## src/rtl/multicycle_fsm.sv

```systemverilog
// multicycle_fsm: per-state control sequencer for the multicycle RV64 datapath.
// Optional build macro FSM_ILLEGAL_TRAP_EN parks illegal opcodes in TRAP until reset.
module multicycle_fsm #(
  parameter logic [3:0] RESET_STATE = 4'd0
) (
  input  logic       clk,
  input  logic       rst,
  input  logic [6:0] op,
  input  logic [2:0] funct3,
  input  logic       funct7b5,
  input  logic       zero,
  input  logic       mem_ready,
  output logic       PCwrite,
  output logic       Irwrite,
  output logic       Regwrite,
  output logic       MemWrite,
  output logic       AdrSrc,
  output logic [1:0] ALUSrcA,
  output logic [1:0] ALUSrcB,
  output logic [1:0] ResultSrc,
  output logic [2:0] ImmSrc,
  output logic [2:0] ALUControl,
  output logic [3:0] state,
  output logic       illegal
);

  typedef enum logic [3:0] {
    S_FETCH    = 4'd0,
    S_DECODE   = 4'd1,
    S_MEMADR   = 4'd2,
    S_MEMREAD  = 4'd3,
    S_MEMWB    = 4'd4,
    S_MEMWRITE = 4'd5,
    S_EXECR    = 4'd6,
    S_EXECI    = 4'd7,
    S_ALUWB    = 4'd8,
    S_JAL      = 4'd9,
    S_BRANCH   = 4'd10,
    S_AUIPC    = 4'd11,
    S_TRAP     = 4'd12
  } state_t;

  localparam logic [6:0] OP_R     = 7'b0110011;
  localparam logic [6:0] OP_ADDI  = 7'b0010011;
  localparam logic [6:0] OP_JAL   = 7'b1101111;
  localparam logic [6:0] OP_AUIPC = 7'b0010111;
  localparam logic [6:0] OP_B     = 7'b1100011;
  localparam logic [6:0] OP_SD    = 7'b0100011;
  localparam logic [6:0] OP_LD    = 7'b0000011;

  localparam logic [1:0] SRCA_PC    = 2'b00;
  localparam logic [1:0] SRCA_OLDPC = 2'b01;
  localparam logic [1:0] SRCA_A     = 2'b10;
  localparam logic [1:0] SRCB_B     = 2'b00;
  localparam logic [1:0] SRCB_IMM   = 2'b01;
  localparam logic [1:0] SRCB_FOUR  = 2'b10;
  localparam logic [1:0] RES_ALUOUT = 2'b00;
  localparam logic [1:0] RES_DATA   = 2'b01;
  localparam logic [1:0] RES_ALURES = 2'b10;

  localparam logic [2:0] IMM_I = 3'b000;
  localparam logic [2:0] IMM_S = 3'b001;
  localparam logic [2:0] IMM_B = 3'b010;
  localparam logic [2:0] IMM_J = 3'b011;
  localparam logic [2:0] IMM_U = 3'b100;

  localparam logic [2:0] ALU_ADD = 3'b000;
  localparam logic [2:0] ALU_SUB = 3'b001;
  localparam logic [2:0] ALU_AND = 3'b010;
  localparam logic [2:0] ALU_OR  = 3'b011;
  localparam logic [2:0] ALU_SLT = 3'b101;

  state_t     state_q;
  state_t     state_d;
  state_t     dec_s;
  logic [2:0] alu_fn;
  logic       branch_take;

  // While rst is high the outputs show FETCH values with all strobes off.
  assign dec_s = rst ? S_FETCH : state_q;
  assign state = state_q;

  // ALU operation for EXECR/EXECI; only register-register funct3 000 can subtract.
  always_comb begin
    alu_fn = ALU_ADD;
    case (funct3)
      3'b000:  alu_fn = (dec_s == S_EXECR && funct7b5) ? ALU_SUB : ALU_ADD;
      3'b111:  alu_fn = ALU_AND;
      3'b110:  alu_fn = ALU_OR;
      3'b010:  alu_fn = ALU_SLT;
      default: alu_fn = ALU_ADD;
    endcase
  end

  // beq takes on zero, bne on !zero, other branch kinds never redirect.
  always_comb begin
    branch_take = 1'b0;
    case (funct3)
      3'b000:  branch_take = zero;
      3'b001:  branch_take = ~zero;
      default: branch_take = 1'b0;
    endcase
  end

  // Next-state logic.
  always_comb begin
    state_d = state_q;
    case (state_q)
      S_FETCH:    if (mem_ready) state_d = S_DECODE;
      S_DECODE: begin
        case (op)
          OP_LD, OP_SD: state_d = S_MEMADR;
          OP_R:         state_d = S_EXECR;
          OP_ADDI:      state_d = S_EXECI;
          OP_JAL:       state_d = S_JAL;
          OP_B:         state_d = S_BRANCH;
          OP_AUIPC:     state_d = S_AUIPC;
`ifdef FSM_ILLEGAL_TRAP_EN
          default:      state_d = S_TRAP;
`else
          default:      state_d = S_FETCH;
`endif
        endcase
      end
      S_MEMADR:   state_d = (op == OP_SD) ? S_MEMWRITE : S_MEMREAD;
      S_MEMREAD:  if (mem_ready) state_d = S_MEMWB;
      S_MEMWB:    state_d = S_FETCH;
      S_MEMWRITE: if (mem_ready) state_d = S_FETCH;
      S_EXECR:    state_d = S_ALUWB;
      S_EXECI:    state_d = S_ALUWB;
      S_ALUWB:    state_d = S_FETCH;
      S_JAL:      state_d = S_ALUWB;
      S_BRANCH:   state_d = S_FETCH;
      S_AUIPC:    state_d = S_ALUWB;
`ifdef FSM_ILLEGAL_TRAP_EN
      S_TRAP:     state_d = S_TRAP;
`else
      S_TRAP:     state_d = S_FETCH;
`endif
      default:    state_d = S_FETCH;
    endcase
  end

  // Per-state datapath control decode.
  always_comb begin
    PCwrite    = 1'b0;
    Irwrite    = 1'b0;
    Regwrite   = 1'b0;
    MemWrite   = 1'b0;
    AdrSrc     = 1'b0;
    ALUSrcA    = SRCA_PC;
    ALUSrcB    = SRCB_B;
    ResultSrc  = RES_ALUOUT;
    ImmSrc     = IMM_I;
    ALUControl = ALU_ADD;
    case (dec_s)
      S_FETCH: begin
        ALUSrcB   = SRCB_FOUR;
        ResultSrc = RES_ALURES;
        Irwrite   = mem_ready;
        PCwrite   = mem_ready;
      end
      S_DECODE: begin
        ALUSrcA = SRCA_OLDPC;
        ALUSrcB = SRCB_IMM;
        ImmSrc  = (op == OP_JAL) ? IMM_J : IMM_B;
      end
      S_MEMADR: begin
        ALUSrcA = SRCA_A;
        ALUSrcB = SRCB_IMM;
        ImmSrc  = (op == OP_SD) ? IMM_S : IMM_I;
      end
      S_MEMREAD: begin
        AdrSrc = 1'b1;
      end
      S_MEMWB: begin
        ResultSrc = RES_DATA;
        Regwrite  = 1'b1;
      end
      S_MEMWRITE: begin
        AdrSrc   = 1'b1;
        MemWrite = 1'b1;
      end
      S_EXECR: begin
        ALUSrcA    = SRCA_A;
        ALUSrcB    = SRCB_B;
        ALUControl = alu_fn;
      end
      S_EXECI: begin
        ALUSrcA    = SRCA_A;
        ALUSrcB    = SRCB_IMM;
        ImmSrc     = IMM_I;
        ALUControl = alu_fn;
      end
      S_ALUWB: begin
        Regwrite = 1'b1;
      end
      S_JAL: begin
        ALUSrcA = SRCA_OLDPC;
        ALUSrcB = SRCB_FOUR;
        PCwrite = 1'b1;
      end
      S_BRANCH: begin
        ALUSrcA    = SRCA_A;
        ALUSrcB    = SRCB_B;
        ALUControl = ALU_SUB;
        PCwrite    = branch_take;
      end
      S_AUIPC: begin
        ALUSrcA = SRCA_OLDPC;
        ALUSrcB = SRCB_IMM;
        ImmSrc  = IMM_U;
      end
      default: begin
      end
    endcase
    if (rst) begin
      PCwrite  = 1'b0;
      Irwrite  = 1'b0;
      Regwrite = 1'b0;
      MemWrite = 1'b0;
    end
  end

  // State register and sticky illegal flag.
  always_ff @(posedge clk) begin
    if (rst) begin
      state_q <= state_t'(RESET_STATE);
`ifdef FSM_ILLEGAL_TRAP_EN
      illegal <= 1'b0;
`endif
    end else begin
      state_q <= state_d;
`ifdef FSM_ILLEGAL_TRAP_EN
      illegal <= (state_d == S_TRAP);
`endif
    end
  end

`ifndef FSM_ILLEGAL_TRAP_EN
  assign illegal = 1'b0;
`endif

endmodule
```

## config.mk

```make
export PLATFORM = sky130hd
export DESIGN_NAME = multicycle_fsm
export DESIGN_NICKNAME = d
export VERILOG_FILES = /design/src/rtl/multicycle_fsm.sv
export SDC_FILE = /design/constraint.sdc
export NUM_CORES = 1
export LEC_CHECK = 0
export BUFFER_PORTS_ARGS = -buffer_cell sky130_fd_sc_hd__buf_2
export CORE_AREA = 4 4 48 50
export DETAILED_ROUTE_END_ITERATION = 10
export DIE_AREA = 0 0 52 54
export GPL_TIMING_DRIVEN = 0
export PLACE_DENSITY_LB_ADDON = 0.12
export RECOVER_POWER = 25
export SYNTH_ARGS = -nofsm -noshare
export SYNTH_HDL_FRONTEND = slang
export SYNTH_SLANG_ARGS = --single-unit
```

## constraint.sdc

```tcl
create_clock -name clk -period 3.25 [get_ports clk]
set_input_delay 0.325 -clock clk [delete_from_list [all_inputs] [get_ports clk]]
set_output_delay 0.325 -clock clk [all_outputs]
set_load 0.05 [all_outputs]
```

==> impl_results.md <==
- Status: completed
- Total Routing Usage GR: 0.1733
- Fmax: 389.5 MHz
- Mapped Cells: 109
- Critical path origin: state[1]
- Core area: 1902 µm²
- Pin count of the biggest net entering global routing: 11
- Max-cap viol count: 0
- Final Skew: about 0.0015 ns
- Placed insts: 170
- Setup TNS: 0 ns
- Clock Sinks: 4
- Synth Cell Area: 803.3 µm²
- Syn_nets: 124
- Htree depth: 1
- IO Port Bufs: 34
- Final count of negative-setup-slack endpoints: 0
- R2r endpoint: state[2]
- Average size of a mapped cell: 7.369 µm²
- Register area share after synthesis: 0.09969
- Via count: 938
- Asr flop ratio synth: 0
- CP arrival: 2.24 ns
- Crit path max fanout: 10
- Die Ht: 54 µm
- Pre-CTS WS: 1.313 ns
- Crit path to: ImmSrc[0]
- Crit share post-route: 0.7899
- P&R area growth vs syn: 26.17%
- Nets: approximately 160
- #FFs+latches synth: 4
- Post-synth EDFFs: 0
- 1st-pass router iterations: 4
- Vias/cell: 5.422
- RSZ-0062 raised after global routing: no
- Number of cell rows: 16
- Reg2Reg Launch Point: state[1]
- Setup CP Type: reg2out
- Starting Density: 0.4224
- CTS Root Cell: clkbuf_4
- Crit end category: primary output
- Finished Layout Cells: between 150 and 200
- Residual DRC: 0
- Clock Tree Buf Depth: 2
- Post CTS Setup Buffer Count: 0
- Commonest non-fill, non-tap cell in the layout: buf_2
- Layout cells sized above 1: 0.3425
- Max-slew headroom: 0.6030
- Vias in the first global route: 846
- Min Clock Period, post-route: 2.567 ns
- First-pass GRT wire length: 3.677 mm
- DP HPWL: 1.768 mm
- Wire per inst: 13.19 µm
- Clk_lat worst skew: 0.24 ns
- Internal reg-to-reg setup slack: between 1 and 1.5 ns
- Clock transition at path regs: 0.04 ns
- Worst VDD drop: 221.7 µV
- GRT overflow: 0
- Yosys Warn Count: 0
- CP Launch Type: flip-flop
- Post-route antenna net violation count: 0
- Setup WS post-layout: approximately 0.68 ns
- ANT cells: 0
- R2R depth: 6
- Fin. Hold Viols: 0
- Count of different cell masters after synthesis: 44
- Initial antenna violation count: 0
- Pwr dens: 192.3 nW/µm²
- CTS tree: built
- First DRT Iteration DRCs: 16
- Slew Viols, Final: 0
- Die width: 52 µm
- Leak: 0.3998 nW
- Hold Crit Class: in2reg
- Worst Tran Pin Value: 0.5980 ns
- Ys flop type: dfxtp_1
- CTS buffer count: 3
- Drt total wl: approximately 2.3 mm
- Cts hold-fix bufs: 0
- Util after Layout: 0.5329
- Max reg flops: 4
- Gates resized, CTS repair: 0
- Worst endpoint required time: 2.92 ns
- Most frequent cells in the layout: buf_2 (32), a21oi_1 (14), nor2_1 (14)
- Die area: 2808 µm²
- Gpl congestion: 0.8121
- Boundary pin count: 37
-- through the flow --
stage | hold slack [ns] | cell area [µm²] | power [mW]
2_1_floorplan | 0.5037 | 803.3 | 0.1092
4_1_cts | 0.4332 | 1030 | 0.1987
3_5_place_dp | 0.6765 | 1007 | 0.1341
5_1_grt | 0.4399 | 1013 | 0.2079
3_3_place_gp | 0.6886 | 1007 | 0.1328
6_report | 0.4347 | 1013 | 0.1949
-- final cells by class --
class	count	area, µm²
multi-input combinational	94	643.1
tap	27	33.78
sequential	4	80.08
buffer	11	68.82
timing repair buffer	34	165.2
clock buffer	3	22.52
fill	203	888.4
-- cell usage after synthesis, types with 2 or more instances --
cell type / n / area (µm²)
nor4_1: 4 / 25.02
xnor2_1: 3 / 26.28
or2b_1: 2 / 15.01
o21ai_0: 4 / 20.02
or2_4: 2 / 17.52
buf_2: 2 / 10.01
a21oi_1: 14 / 70.07
buf_4: 3 / 22.52
nor2_1: 14 / 52.55
or4bb_1: 2 / 22.52
or3_1: 3 / 18.77
nand3b_1: 3 / 22.52
nor4b_1: 3 / 26.28
dfxtp_1: 4 / 80.08
o31ai_1: 2 / 15.01
and3_1: 3 / 18.77
a211oi_1: 2 / 15.01
clkbuf_1: 3 / 11.26
nand2_1: 3 / 11.26
buf_6: 2 / 22.52
nor3_1: 4 / 20.02
nand2b_1: 5 / 31.28
-- where the power goes --
group / switching [mW] / internal [mW]
logic: 0.0537 / 0.0277
registers: 0.00161 / 0.0503
clock network: 0.0204 / 0.0413
-- worst min-delay path by stage --
stage,startpoint,end,depth (start not counted)
after floorplan,op[1],state[0],2
after global placement,op[1],state[0],3
after detailed placement,op[1],state[0],3
after CTS,op[1],state[0],3
after global routing,op[1],state[0],3
final,op[1],state[0],3
-- layer usage --
| layer | vias up | share of wire | track usage | wire, µm |
|---|---|---|---|---|
| met5 | - | 0 | 0 | 0 |
| met4 | 0 | 0.0096 | 0.05677 | 22 |
| met3 | 4 | 0.063 | 0.05540 | 144 |
| met2 | 29 | 0.48 | 0.3159 | 1093 |
| met1 | 424 | 0.45 | 0.1888 | 1022 |
| li1 | 481 | - | - | - |
-- worst max-delay path, stage by stage, from the launching register on --
cell	delay, ns
dfxtp_1	0.31
clkbuf_1	0.46
clkbuf_1	0.46
xnor2_1	0.17
a21oi_1	0.09
nor4_2	0.21
buf_2	0.30
-- kinds of logic after synthesis --
kind of cell / count (synthesis) / synth area share
DFF: 4 / 0.09969
AOI/OAI and AO/OA: 29 / 0.2555
and+or+nand+nor: 58 / 0.4642
buffers and inverters: 11 / 0.09968
other: 1 / 0.004668
muxes: 1 / 0.01246
xor gates and xnor gates: 5 / 0.06388
No activity file was read; power rests on OpenSTA's default activity.
